`src/rtl/ip_tx_arbiter.sv`:
```
// ---------------------------------------------------------------------------
// ip_tx_arbiter
//   Shares the single IP transmit path between NUM_REQ transport-layer
//   sources. Grants are round-robin and cover one whole packet. The granted
//   source's word stream is forwarded to the IP header builder through one
//   register stage. The block also enforces a start timeout, truncates
//   over-length packets, and inserts an inter-packet gap.
//
// Ports
//   clk, rst_n      system clock, asynchronous active-low reset
//   req_i           per-source packet-ready level
//   src_op_st_i     per-source first-word strobe
//   src_op_i        per-source word valid
//   src_op_end_i    per-source last-word strobe
//   src_data_i      per-source data, source n at [32n+31:32n]
//   tx_rdy_i        downstream ready for a new packet (sampled in IDLE only)
//   gnt_o           one-hot registered grant
//   tx_op_st_o      first word of the forwarded packet
//   tx_op_o         forwarded word valid
//   tx_op_end_o     last word of the forwarded packet
//   tx_data_o       forwarded data, 0 when tx_op_o is 0
//   tx_src_id_o     index of the granted source, held until the next grant
//   timeout_o       1-cycle pulse: grant withdrawn because op_st never came
//   overrun_o       1-cycle pulse: packet truncated at MAX_WORDS
// ---------------------------------------------------------------------------
module ip_tx_arbiter #(
  parameter int unsigned NUM_REQ   = 3,
  parameter int unsigned MAX_WORDS = 375,
  parameter int unsigned START_TO  = 16,
  parameter int unsigned GAP_CYC   = 2
) (
  input  logic                  clk,
  input  logic                  rst_n,
  input  logic [NUM_REQ-1:0]    req_i,
  input  logic [NUM_REQ-1:0]    src_op_st_i,
  input  logic [NUM_REQ-1:0]    src_op_i,
  input  logic [NUM_REQ-1:0]    src_op_end_i,
  input  logic [NUM_REQ*32-1:0] src_data_i,
  input  logic                  tx_rdy_i,
  output logic [NUM_REQ-1:0]    gnt_o,
  output logic                  tx_op_st_o,
  output logic                  tx_op_o,
  output logic                  tx_op_end_o,
  output logic [31:0]           tx_data_o,
  output logic [2:0]            tx_src_id_o,
  output logic                  timeout_o,
  output logic                  overrun_o
);

  localparam int unsigned WC_W = $clog2(MAX_WORDS + 1);
  localparam int unsigned TO_W = $clog2(START_TO + 1);
  localparam int unsigned GC_W = $clog2(GAP_CYC + 1);

  typedef enum logic [1:0] {
    IDLE  = 2'd0,
    GRANT = 2'd1,
    XFER  = 2'd2,
    GAP   = 2'd3
  } state_t;

  state_t             state_q, state_d;
  logic [2:0]         rr_ptr_q, rr_ptr_d;
  logic [TO_W-1:0]    wait_cnt_q, wait_cnt_d;
  logic [WC_W-1:0]    word_cnt_q, word_cnt_d;
  logic [GC_W-1:0]    gap_cnt_q, gap_cnt_d;
  logic [NUM_REQ-1:0] gnt_d;
  logic [2:0]         src_id_d;
  logic               tx_st_d, tx_op_d, tx_end_d;
  logic [31:0]        tx_data_d;
  logic               timeout_d, overrun_d;

  // Strobes of the currently granted source
  logic               sel_req, sel_st, sel_op, sel_end;
  logic [31:0]        sel_data;

  // Round-robin winner
  logic               win_found;
  logic [2:0]         win_idx;
  logic [NUM_REQ-1:0] win_onehot;

  // Word handling shared by the first word (GRANT) and the body (XFER)
  logic               first_word, take_word;
  logic [WC_W-1:0]    cnt_now;

  // Source mux driven by the registered grant index; constant-index loop
  // keeps the selection free of variable part-selects.
  always_comb begin
    sel_req  = 1'b0;
    sel_st   = 1'b0;
    sel_op   = 1'b0;
    sel_end  = 1'b0;
    sel_data = '0;
    for (int unsigned i = 0; i < NUM_REQ; i++) begin
      if (tx_src_id_o == 3'(i)) begin
        sel_req  = req_i[i];
        sel_st   = src_op_st_i[i];
        sel_op   = src_op_i[i];
        sel_end  = src_op_end_i[i];
        sel_data = src_data_i[i*32 +: 32];
      end
    end
  end

  // First requester strictly above rr_ptr, else the first at or below it;
  // equivalent to a wrapping upward search starting at rr_ptr+1.
  always_comb begin
    win_found = 1'b0;
    win_idx   = '0;
    for (int unsigned j = 0; j < NUM_REQ; j++) begin
      if (!win_found && req_i[j] && (3'(j) > rr_ptr_q)) begin
        win_found = 1'b1;
        win_idx   = 3'(j);
      end
    end
    for (int unsigned j = 0; j < NUM_REQ; j++) begin
      if (!win_found && req_i[j] && (3'(j) <= rr_ptr_q)) begin
        win_found = 1'b1;
        win_idx   = 3'(j);
      end
    end
    win_onehot = '0;
    for (int unsigned j = 0; j < NUM_REQ; j++) begin
      win_onehot[j] = (3'(j) == win_idx);
    end
  end

  always_comb begin
    first_word = (state_q == GRANT) && sel_st && sel_op;
    take_word  = first_word || ((state_q == XFER) && sel_op);
    cnt_now    = first_word ? WC_W'(1) : (word_cnt_q + WC_W'(1));
  end

  always_comb begin
    state_d    = state_q;
    rr_ptr_d   = rr_ptr_q;
    wait_cnt_d = wait_cnt_q;
    word_cnt_d = word_cnt_q;
    gap_cnt_d  = gap_cnt_q;
    gnt_d      = gnt_o;
    src_id_d   = tx_src_id_o;
    tx_st_d    = 1'b0;
    tx_op_d    = 1'b0;
    tx_end_d   = 1'b0;
    tx_data_d  = '0;
    timeout_d  = 1'b0;
    overrun_d  = 1'b0;

    case (state_q)
      IDLE: begin
        if (tx_rdy_i && win_found) begin
          gnt_d      = win_onehot;
          src_id_d   = win_idx;
          wait_cnt_d = '0;
          state_d    = GRANT;
        end
      end
      GRANT: begin
        if (first_word) begin
          rr_ptr_d = tx_src_id_o;
        end else if (!sel_req) begin
          gnt_d   = '0;
          state_d = IDLE;
        end else if (wait_cnt_q == TO_W'(START_TO - 1)) begin
          timeout_d = 1'b1;
          gnt_d     = '0;
          rr_ptr_d  = tx_src_id_o;
          state_d   = IDLE;
        end else begin
          wait_cnt_d = wait_cnt_q + TO_W'(1);
        end
      end
      XFER: begin
        // Word handling below; a repeated op_st here is simply not forwarded.
      end
      GAP: begin
        if (gap_cnt_q == GC_W'(GAP_CYC - 1)) begin
          state_d = IDLE;
        end else begin
          gap_cnt_d = gap_cnt_q + GC_W'(1);
        end
      end
      default: state_d = IDLE;
    endcase

    // A single-word packet starts and ends here in one pass, so the first
    // word goes through the same end/truncation logic as the body words.
    if (take_word) begin
      tx_op_d    = 1'b1;
      tx_st_d    = first_word;
      tx_data_d  = sel_data;
      word_cnt_d = cnt_now;
      if (sel_end || (cnt_now == WC_W'(MAX_WORDS))) begin
        tx_end_d  = 1'b1;
        overrun_d = !sel_end;
        gnt_d     = '0;
        gap_cnt_d = '0;
        state_d   = GAP;
      end else begin
        state_d = XFER;
      end
    end
  end

  always_ff @(posedge clk or negedge rst_n) begin
    if (!rst_n) begin
      state_q     <= IDLE;
      rr_ptr_q    <= 3'(NUM_REQ - 1);
      wait_cnt_q  <= '0;
      word_cnt_q  <= '0;
      gap_cnt_q   <= '0;
      gnt_o       <= '0;
      tx_src_id_o <= '0;
      tx_op_st_o  <= 1'b0;
      tx_op_o     <= 1'b0;
      tx_op_end_o <= 1'b0;
      tx_data_o   <= '0;
      timeout_o   <= 1'b0;
      overrun_o   <= 1'b0;
    end else begin
      state_q     <= state_d;
      rr_ptr_q    <= rr_ptr_d;
      wait_cnt_q  <= wait_cnt_d;
      word_cnt_q  <= word_cnt_d;
      gap_cnt_q   <= gap_cnt_d;
      gnt_o       <= gnt_d;
      tx_src_id_o <= src_id_d;
      tx_op_st_o  <= tx_st_d;
      tx_op_o     <= tx_op_d;
      tx_op_end_o <= tx_end_d;
      tx_data_o   <= tx_data_d;
      timeout_o   <= timeout_d;
      overrun_o   <= overrun_d;
    end
  end

endmodule
```
`config.mk`:
```
export PLATFORM = sky130hd
export DESIGN_NAME = ip_tx_arbiter
export DESIGN_NICKNAME = d
export VERILOG_FILES = /design/src/rtl/ip_tx_arbiter.sv
export SDC_FILE = /design/constraint.sdc
export NUM_CORES = 1
export LEC_CHECK = 0
export CAP_MARGIN = 10
export CORE_ASPECT_RATIO = 1.25
export CORE_UTILIZATION = 36
export CTS_CLUSTER_DIAMETER = 150
export DETAILED_ROUTE_END_ITERATION = 10
export PLACE_DENSITY = 0.71
export SLEW_MARGIN = 20
export SYNTH_ARGS = -nofsm -noshare
export SYNTH_HDL_FRONTEND = slang
export SYNTH_SLANG_ARGS = --single-unit
```
`constraint.sdc`:
```
create_clock -name clk -period 3.05 [get_ports clk]
set_input_delay 0.61 -clock clk [delete_from_list [all_inputs] [get_ports clk]]
set_output_delay 0.61 -clock clk [all_outputs]
set_load 0.1 [all_outputs]
```
==> flow_summary.toml <==
[setup_path]
cp.required_ps = 3270
cp_max_fo = 8
cp_data_arrival_time_ps = 2820
r2r-end = "wait_cnt_q[2]"
path_buf_inv = 1
cp_common_cell = "ha_1"
path_cells = "ha_1, and3_1, ha_1, nand2b_1, o32a_1, a222oi_1, buf_4, a21oi_1, a31o_2"
r2r_start = "wait_cnt_q[0]"
reg2reg_slack_ps = 450
critPathMaxStageDelay_ps = 410
crit_path_start_kind = "flop"
crit_type = "flop to flop"
rr_worst_depth = 9
endpoint_kind = "flop"
slowest_stage = "dfrtp_1"
critPathTopFamily = "compound AO/OA/AOI/OAI gates"

[timing]
setup_viol = 0
setup_tns_ps = 0
tightestPinTransition_ps = 582
rsz0062_at_grt = "false"
relSlewSlack_pct = 60.2
fmax_ghz = 0.385
fin_worst_skew_ps = 7.54
min_period_over_period_pct = 85.2
drv_slew = 0
period_minus_slack_ps = 2600
hold_viol = 0

[routing]
drc = 0
wl_um = 9390
via_count = 3165
dr.pass1.iters = 4
via_per_inst = 5.01
ant_nets = 0
wl_per_cell_um = 14.9
drt_iter0_markers = 123

[clocking]
cts_resized = 0
root_buffer = "clkbuf_8"
hold_buffers = 0
numClockSinks = 62
postCtsSetupBuffers = 0
cts_buffers = 9
clock_latency_ps = 340
cts_tree = "yes"
htree_levels = 3
clk_path_buf_depth = 2
clk_pin_slew_worst_paths_ps = 70

[grt]
track_usage_pct = 20.3
grt_pass1_wl_um = 14700
antenna_found_initial = 0
overflow = 0
grt_pass1_vias = 3147
grt_max_degree = 35

[placement]
dp_hpwl_um = 7220
port_buffers = 152
numPlacedInstances = 616
place.gp.congestion = 0.809

[power_and_ir_drop]
p_switching_uw = 2760
ir_drop_v = 0.000475
p_comb_share_pct = 63.1
internal_power_uw = 2330
sw_frac_of_total_pct = 54.2
p_leak_uw = 0.00233
p_total_uw = 5090
pwr-share-clk_pct = 11.7
p_seq_share_pct = 25.3
pwr_density_cell_mw_per_mm2 = 1010

[yosys]
synth_cells = 354
yosysTopAreaCell = "dfrtp_1"
netlist_top_cells_area = "dfrtp_1, mux2i_1, nor2_1, a21oi_1, ha_1"
ys.warnings.count = 0
ys_ff_latch = 62
yosysTopAreaCellShare_pct = 46.0
syn_area_mm2 = 0.00332
ys_seq_area_share_pct = 46.7
ys_types = 55
syn_area_per_cell_um2 = 9.38
synthFlopType = "dfrtp_1"
syn_nets = 472
async_flop_share_pct = 100
synth_edf_count = 0

[layout]
nets = 625
final_cell_mix = "clkdlybuf4s50_1, nor2_1, dfrtp_1"
syn_to_final_growth_pct = 51.6
fin_cells = 632
final_common_cell = "clkdlybuf4s50_1"
antennaDiodeCount = 0
drive_above_1_share_pct = 16.0

[floorplan]
initial_core_util_pct = 37.8
core.rowCount = 38
die_w_um = 87.9
die_area_mm2 = 0.00962
fp.dieH_um = 109
core_mm2 = 0.00880
io_pins = 154

[flow_run]
drv_cap = 0

[min_path]
hold_class = "input pin to async pin"

[run_status]
outcome = "finished clean"
worst max-delay path by stage:
stage	from	to	cells after the start
after floorplan	tx_src_id_o[0]	wait_cnt_q[3]	8
after global placement	src_op_st_i[0]	wait_cnt_q[2]	7
after detailed placement	src_op_st_i[0]	wait_cnt_q[2]	7
after CTS	wait_cnt_q[0]	wait_cnt_q[2]	9
after global routing	wait_cnt_q[0]	wait_cnt_q[2]	9
final	wait_cnt_q[0]	wait_cnt_q[2]	9
registers in the layout, summed over array words and instances, names as in the netlist, 2 cells and up:
name	count
gnt_o	3
state_q	2
wait_cnt_q	5
gap_cnt_q	2
rr_ptr_q	2
tx_src_id_o	2
word_cnt_q	9
tx_data_o	32
metrics by stage:
stage          hold WS, ps  utilization [%]  cell area (um2)  setup slack, ps
2_1_floorplan          314                -             3320              178
3_3_place_gp           489             55.4             4880              329
3_5_place_dp           486             55.4             4880              309
4_1_cts                158             57.2             5030              448
5_1_grt                192             57.2             5030              330
6_report               173             57.2             5030              450
kinds of logic (layout without fill, tap and decap cells):
| kind of cell | count (synthesis) | count (layout) | synth area share, % |
|---|---|---|---|
| compound gates | 73 | 73 | 13.5 |
| xor+xnor | 7 | 7 | 1.85 |
| fa+ha+maj | 7 | 7 | 2.64 |
| buf+inv | 31 | 189 | 4.56 |
| flops | 62 | 62 | 46.7 |
| mux | 41 | 41 | 12.7 |
| other cells | 1 | 1 | 0.113 |
| simple gates | 132 | 132 | 17.9 |
area by class of cell:
class / instances / area, um2
clock buffer: 11 / 131
clock inverter: 5 / 27.5
fill: 795 / 3760
inverter: 9 / 33.8
multi-input combinational: 261 / 1620
sequential: 62 / 1550
tap: 120 / 150
timing repair buffer: 164 / 1510
Yosys cell counts (3+ instances only):
cell type	n
nor2_1	78
o21ai_0	10
xnor2_1	6
nor3_1	5
clkbuf_1	9
buf_6	3
inv_1	9
nor2b_1	5
nand2b_1	3
buf_2	4
dfrtp_1	61
nand2_1	17
buf_1	4
mux2i_1	37
ha_1	7
nand3_1	8
a21oi_1	38
power groups by stage:
stage	logic, uW	registers [uW]	clock network, uW
floorplan	1260	2430	0
global placement	3180	1290	0
detailed placement	3220	1300	0
CTS	3230	1290	622
global route	3410	1320	655
finish	3210	1290	594
routing by layer:
| metal | wire (um) | up-vias | global-route usage, % |
|---|---|---|---|
| li1 | - | 1524 | - |
| met2 | 5010 | 95 | 35.1 |
| met3 | 460 | 27 | 3.90 |
| met4 | 350 | 0 | 12.5 |
| met1 | 3570 | 1519 | 22.9 |
| met5 | 0 | - | 0 |
(Power assumes the default switching activity.)
